### src/rtl/pipeline_stall_ctrl_pkg.sv
// Shared constants for the pipeline stall/flush controller: stall vectors,
// stall-source codes, exception codes and small decode helpers.
package pipeline_stall_ctrl_pkg;

    // Stall vectors: bit0 PC, bit1 IF, bit2 ID, bit3 EX, bit4 MEM, bit5 WB
    localparam logic [5:0] STALL_NONE = 6'b000000;
    localparam logic [5:0] STALL_IF   = 6'b000011;
    localparam logic [5:0] STALL_ID   = 6'b000111;
    localparam logic [5:0] STALL_EX   = 6'b001111;
    localparam logic [5:0] STALL_MEM  = 6'b011111;

    // Stall source codes reported on stall_src
    typedef enum logic [2:0] {
        SRC_NONE = 3'd0,
        SRC_IF   = 3'd1,
        SRC_ID   = 3'd2,
        SRC_EX   = 3'd3,
        SRC_MEM  = 3'd4
    } stall_src_e;

    // Exception codes delivered by the MEM stage
    localparam logic [31:0] EXC_NONE    = 32'h0000_0000;
    localparam logic [31:0] EXC_INT     = 32'h0000_0001;
    localparam logic [31:0] EXC_SYSCALL = 32'h0000_0008;
    localparam logic [31:0] EXC_RI      = 32'h0000_000a;
    localparam logic [31:0] EXC_OV      = 32'h0000_000c;
    localparam logic [31:0] EXC_TRAP    = 32'h0000_000d;
    localparam logic [31:0] EXC_ERET    = 32'h0000_000e;

    // Deepest requesting stage wins
    function automatic stall_src_e pick_src(input logic req_if, input logic req_id,
                                            input logic req_ex, input logic req_mem);
        stall_src_e src;
        if (req_mem) begin
            src = SRC_MEM;
        end else if (req_ex) begin
            src = SRC_EX;
        end else if (req_id) begin
            src = SRC_ID;
        end else if (req_if) begin
            src = SRC_IF;
        end else begin
            src = SRC_NONE;
        end
        return src;
    endfunction

    // A stalled stage also holds every earlier stage, so vectors are supersets
    function automatic logic [5:0] src_to_stall(input stall_src_e src);
        logic [5:0] vec;
        case (src)
            SRC_IF:  vec = STALL_IF;
            SRC_ID:  vec = STALL_ID;
            SRC_EX:  vec = STALL_EX;
            SRC_MEM: vec = STALL_MEM;
            default: vec = STALL_NONE;
        endcase
        return vec;
    endfunction

endpackage

### src/rtl/pipeline_stall_ctrl_perf_cnt.sv
// One saturating stalled-cycle counter; holds at all-ones instead of wrapping.
module stall_perf_cnt #(
    parameter int CNT_W = 32
) (
    input  logic             clk,
    input  logic             rst,
    input  logic             en,
    output logic [CNT_W-1:0] cnt
);

    localparam logic [CNT_W-1:0] CNT_MAX = {CNT_W{1'b1}};
    localparam logic [CNT_W-1:0] CNT_ONE = {{(CNT_W-1){1'b0}}, 1'b1};

    logic [CNT_W-1:0] cnt_q;
    logic [CNT_W-1:0] cnt_d;

    // Next count: add one when enabled and not yet saturated
    always_comb begin
        cnt_d = cnt_q;
        if (en && (cnt_q != CNT_MAX)) begin
            cnt_d = cnt_q + CNT_ONE;
        end else begin
            cnt_d = cnt_q;
        end
    end

    // Count register with synchronous reset
    always_ff @(posedge clk) begin
        if (rst) begin
            cnt_q <= {CNT_W{1'b0}};
        end else begin
            cnt_q <= cnt_d;
        end
    end

    assign cnt = cnt_q;

endmodule

### src/rtl/pipeline_stall_ctrl.sv
// Central stall/flush controller: merges stage stall requests and MEM
// exceptions into one stall vector and flush per cycle, with a stall
// watchdog and per-source saturating stall-cycle counters.
module pipeline_stall_ctrl
    import pipeline_stall_ctrl_pkg::*;
#(
    parameter logic [31:0] EXC_VECTOR = 32'h0000_0020,
    parameter int          WDOG_LIMIT = 1024,
    parameter int          CNT_W      = 32
) (
    input  logic             clk,
    input  logic             rst,
    input  logic             stallreq_if,
    input  logic             stallreq_id,
    input  logic             stallreq_ex,
    input  logic             stallreq_mem,
    input  logic [31:0]      excepttype,
    input  logic [31:0]      cp0_epc,
    output logic [5:0]       stall,
    output logic             flush,
    output logic [31:0]      new_pc,
    output logic [2:0]       stall_src,
    output logic             stall_timeout,
    output logic [CNT_W-1:0] cnt_if,
    output logic [CNT_W-1:0] cnt_id,
    output logic [CNT_W-1:0] cnt_ex,
    output logic [CNT_W-1:0] cnt_mem
);

    localparam int              WD_W   = $clog2(WDOG_LIMIT) + 1;
    localparam logic [WD_W-1:0] WD_MAX = WD_W'(WDOG_LIMIT - 1);
    localparam logic [WD_W-1:0] WD_ONE = WD_W'(1);

    stall_src_e      win_s;
    logic            flush_s;
    logic            stalled_s;
    logic [5:0]      stall_s;
    logic [31:0]     new_pc_s;
    logic            en_if_s;
    logic            en_id_s;
    logic            en_ex_s;
    logic            en_mem_s;

    logic            guard_q,   guard_d;
    logic [2:0]      src_q,     src_d;
    logic [WD_W-1:0] wdog_q,    wdog_d;
    logic            timeout_q, timeout_d;

    // Same-cycle decision: reset forces quiet outputs, unguarded exception flushes, else stall
    always_comb begin
        win_s    = pick_src(stallreq_if, stallreq_id, stallreq_ex, stallreq_mem);
        flush_s  = 1'b0;
        stall_s  = STALL_NONE;
        new_pc_s = 32'h0000_0000;
        if (rst) begin
            flush_s  = 1'b0;
            stall_s  = STALL_NONE;
            new_pc_s = 32'h0000_0000;
        end else if ((excepttype != EXC_NONE) && !guard_q) begin
            flush_s  = 1'b1;
            stall_s  = STALL_NONE;
            new_pc_s = (excepttype == EXC_ERET) ? cp0_epc : EXC_VECTOR;
        end else begin
            flush_s  = 1'b0;
            stall_s  = src_to_stall(win_s);
            new_pc_s = 32'h0000_0000;
        end
        stalled_s = (stall_s != STALL_NONE);
    end

    // Next state for guard, source, watchdog and counter enables
    always_comb begin
        guard_d   = flush_s;
        src_d     = stalled_s ? win_s : SRC_NONE;
        timeout_d = timeout_q | (stalled_s && (wdog_q == WD_MAX));
        wdog_d    = {WD_W{1'b0}};
        if (stalled_s) begin
            if (wdog_q != WD_MAX) begin
                wdog_d = wdog_q + WD_ONE;
            end else begin
                wdog_d = wdog_q;
            end
        end else begin
            wdog_d = {WD_W{1'b0}};
        end
        en_if_s  = stalled_s && (win_s == SRC_IF);
        en_id_s  = stalled_s && (win_s == SRC_ID);
        en_ex_s  = stalled_s && (win_s == SRC_EX);
        en_mem_s = stalled_s && (win_s == SRC_MEM);
    end

    // Control state registers with synchronous reset
    always_ff @(posedge clk) begin
        if (rst) begin
            guard_q   <= 1'b0;
            src_q     <= 3'd0;
            wdog_q    <= {WD_W{1'b0}};
            timeout_q <= 1'b0;
        end else begin
            guard_q   <= guard_d;
            src_q     <= src_d;
            wdog_q    <= wdog_d;
            timeout_q <= timeout_d;
        end
    end

    stall_perf_cnt #(.CNT_W(CNT_W)) u_cnt_if  (.clk(clk), .rst(rst), .en(en_if_s),  .cnt(cnt_if));
    stall_perf_cnt #(.CNT_W(CNT_W)) u_cnt_id  (.clk(clk), .rst(rst), .en(en_id_s),  .cnt(cnt_id));
    stall_perf_cnt #(.CNT_W(CNT_W)) u_cnt_ex  (.clk(clk), .rst(rst), .en(en_ex_s),  .cnt(cnt_ex));
    stall_perf_cnt #(.CNT_W(CNT_W)) u_cnt_mem (.clk(clk), .rst(rst), .en(en_mem_s), .cnt(cnt_mem));

    assign stall         = stall_s;
    assign flush         = flush_s;
    assign new_pc        = new_pc_s;
    assign stall_src     = src_q;
    assign stall_timeout = timeout_q;

endmodule

### config.mk
export PLATFORM = sky130hd
export DESIGN_NAME = pipeline_stall_ctrl
export DESIGN_NICKNAME = d
export VERILOG_FILES = /design/src/rtl/pipeline_stall_ctrl_pkg.sv /design/src/rtl/pipeline_stall_ctrl_perf_cnt.sv /design/src/rtl/pipeline_stall_ctrl.sv
export SDC_FILE = /design/constraint.sdc
export NUM_CORES = 1
export LEC_CHECK = 0
export BUFFER_PORTS_ARGS = -buffer_cell sky130_fd_sc_hd__buf_2
export CAP_MARGIN = 20
export CELL_PAD_IN_SITES_DETAIL_PLACEMENT = 1
export CELL_PAD_IN_SITES_GLOBAL_PLACEMENT = 1
export CORE_MARGIN = 4
export CORE_UTILIZATION = 37
export DETAILED_ROUTE_END_ITERATION = 16
export HOLD_SLACK_MARGIN = 0.1
export PLACE_DENSITY_LB_ADDON = 0.2
export SETUP_SLACK_MARGIN = 0.05
export SLEW_MARGIN = 30
export SYNTH_ARGS = -nofsm -noshare
export SYNTH_HDL_FRONTEND = slang
export SYNTH_SLANG_ARGS = --single-unit
### constraint.sdc
create_clock -name clk -period 3.13 [get_ports clk]
set_input_delay 0.626 -clock clk [delete_from_list [all_inputs] [get_ports clk]]
set_output_delay 0.626 -clock clk [all_outputs]
set_load 0.005 [all_outputs]
==> qor.yml <==
setup_violations: 0
worstSetupEndpointType: "output port"
worst_clock_skew_ns: 0.0133
clock_sinks: 144
critPathMaxStageDelay_ns: 0.33
hpwl_um: 17700
clk_pin_slew_ns: 0.06
antenna_cells: 0
drtIter0Drc: 211
gp_congestion: 0.788
rrSetupSlack_ns: 0.67
seq_area_frac_synth_pct: 38.5
synth_fp_nets: 992
crit_slowest_cell: "nor4_1"
crit_chain: "buf_2 -> nor4_1 -> nand4_1 -> nor2_1 -> nor4b_2 -> buf_6 -> and2_1 -> buf_2"
die_w_um: 150
initial_core_util_pct: 38.1
cts_tree: "done"
syn2layout_area_growth_pct: 29.4
finalSetupTns_ns: 0
ant_nets: 0
cp.depth: 8
syn_area_per_cell_um2: 8.17
r2r_cells: 7
hp-class: "reg2reg"
cts_buffers: 17
slew_headroom_pct: 35.4
tightestPinTransition_ns: 0.964
wl_per_cell_um: 16.3
nets: 1234
portBuffers: 239
antenna_found_initial: 0
layout_setup_ws_ns: 0.222
critPathBufInv: 3
slew_violations: 0
startpoint_type: "input pin"
wl_met2_um: 11600
yosysUniqueCellTypes: 58
max_freq_mhz: 344
ios: 241
firstDrtPassIters: 4
hold_path_depth: 2
critPathMaxFanout: 31
hold_viol_final: 0
fin_crit_ns: 2.91
clk_latency_ns: 0.42
ys_warn_count: 0
crit_top_cell: "buf_2"
synthFlopType: "dfxtp_1"
synth_enable_flop_cells: 0
viasPerCell: 5.25
top_layer_used: "met4"
async_reset_ff_share_pct: 0
drive_gt1_share_pct: 27.6
status: "complete, no violations"
gr-total-overflow: 0
place_ws_ns: 0.157
syn_area_um2: 7490
grt_pass1_wl_um: 38500
die_h_um: 150
drc_errors: 0
placed_cells: 1405
ctsRootBufferMaster: "clkbuf_16"
cts_htree_levels: 4
grt_pass1_vias: 7522
vias: 7546
crit_family: "simple AND/OR/NAND/NOR gates"
drt-met1-wl_um: 10700
fin_crit_sh_pct: 92.9
rows: 51
die_area_um2: 22600
hold_ws_ns: 0.480
fin_cells: 1437
irDropWorstVdd_mv: 0.331
core_area_um2: 19700
cellPowerDensity_nw_per_um2: 428
route.met3.wl_um: 855
synthCells: 917
power_leakage_nw: 4.10
rsz0062_at_grt: "no"
maxCapViolCount: 0
worst_ep_arrival_time_ns: 2.28
ys_seq_elements: 144
grt_max_degree: 79
cp.required_ns: 2.50
routed_wl_um: 23500
worstSetupPathType: "in2out"
clock_path_buffers: 2
grt_usage_pct: 21.0
-- timing repair --
item                                    4_1_cts  5_1_grt
endpoints found under the setup margin        0       31
hold buffers                                  0        0
gates resized for setup                       0        3
setup buffers                                 0        0
-- per-stage QoR --
step	utilization (%)	power (W)	instance area [um2]
6_report	49.3	0.00414	9690
5_1_grt	49.3	0.00431	9690
4_1_cts	49.2	0.00420	9670
3_5_place_dp	46.1	0.00207	9060
3_3_place_gp	46.1	0.00206	9060
2_1_floorplan	-	0.00197	7490
-- area by class of cell --
cell class              instances  area, um2
multi-input cells             710       4370
inverters                      21       78.8
repair buffers                265       1410
clock inverters                12        158
flip-flops and latches        144       2880
fillers                      2481       9970
well taps                     265        332
clock buffers                  20        457
-- placed cells by master, fill, tap and decap left out, drive strengths merged, types with 2 or more instances in the layout --
cell type and instances:
buf 265, dfxtp 144, nor2 130, xor2 67
nand3 67, nand4 63, nand2 48, and2 42
a21oi 37, o21ai 33, or3 29, and3 24
inv 22, xnor2 20, nor3 20, clkbuf 20
and4 19, nor2b 15, nor4 14, or4 12
nand3b 8, mux2 7, a211oi 6, nand2b 5
ha 5, o31ai 5, nor4b 5, clkinv 5
a31oi 4, mux2i 4, nand4b 4, bufinv 3
clkinvlp 3, a41oi 3, or2 2, a2111oi 2
nor3b 2
-- power by group --
part | leakage [nW] | total, W | internal, W | switching (W)
logic | 2.64 | 0.000184 | 0.0000707 | 0.000113
clock network | 0.293 | 0.00212 | 0.00130 | 0.000817
registers | 1.16 | 0.00184 | 0.00184 | 0.00000549
total | 4.10 | 0.00414 | 0.00321 | 0.000936
-- registers in the layout, indices dropped and copies added, names as in the netlist --
register and cells:
u_cnt_mem.cnt 32, u_cnt_if.cnt 32, guard_q 1, stall_src 3, wdog_q 11, u_cnt_ex.cnt 32
stall_timeout 1, u_cnt_id.cnt 32
-- layer usage --
metal | vias up | GRT usage (%)
li1 | 3750 | -
met1 | 3656 | 27.5
met2 | 124 | 35.5
met3 | 16 | 3.61
met4 | 0 | 5.72
met5 | - | 0
-- worst register-to-register path, cell delays in order (launching register included) --
cell,delay [ns]
dfxtp_1,0.37
ha_1,0.27
and4_1,0.21
and4_1,0.25
a2111oi_0,0.82
nand3_1,0.19
xor2_1,0.19
nor2_1,0.05
-- synthesized netlist by cell type, drive strengths merged (2+ instances only) --
library cell  instances  area, um2
dfxtp               144       2880
nor2                130        488
nand3                67        353
xor2                 67        587
nand4                63        415
nand2                48        180
and2                 42        263
a21oi                37        185
o21ai                33        165
or3                  29        183
clkbuf               27        101
and3                 24        151
inv                  21       78.8
nor3                 20        111
xnor2                20        175
and4                 19        168
buf                  15       82.6
nor2b                15       93.8
nor4                 14        103
or4                  12       90.1
nand3b                8       60.1
mux2                  7       78.8
a211oi                6       45.0
ha                    5       62.6
nand2b                5       31.3
nor4b                 5       43.8
o31ai                 5       51.3
a31oi                 4       25.0
mux2i                 4       40.0
nand4b                4       35.0
a41oi                 3       45.1
a2111oi               2       17.5
nor3b                 2       20.0
or2                   2       12.5
-- kinds of logic after synthesis --
| group | synth area share [%] |
|---|---|
| AOI/OAI and AO/OA | 7.70 |
| xor gates and xnor gates | 10.2 |
| adders and majority gates | 0.835 |
| buffers and inverters | 3.51 |
| DFF | 38.5 |
| muxes | 1.59 |
| other | 0.0501 |
| and+or+nand+nor | 37.7 |
-- final timing paths --
kind	startpoint	endpoint
max	excepttype[9]	new_pc[0]
min	stall_timeout	stall_timeout
max reg2reg	u_cnt_id.cnt[0]	u_cnt_id.cnt[23]
min reg2reg	stall_timeout	stall_timeout
Note: power is estimated with default switching activity, not from simulation.
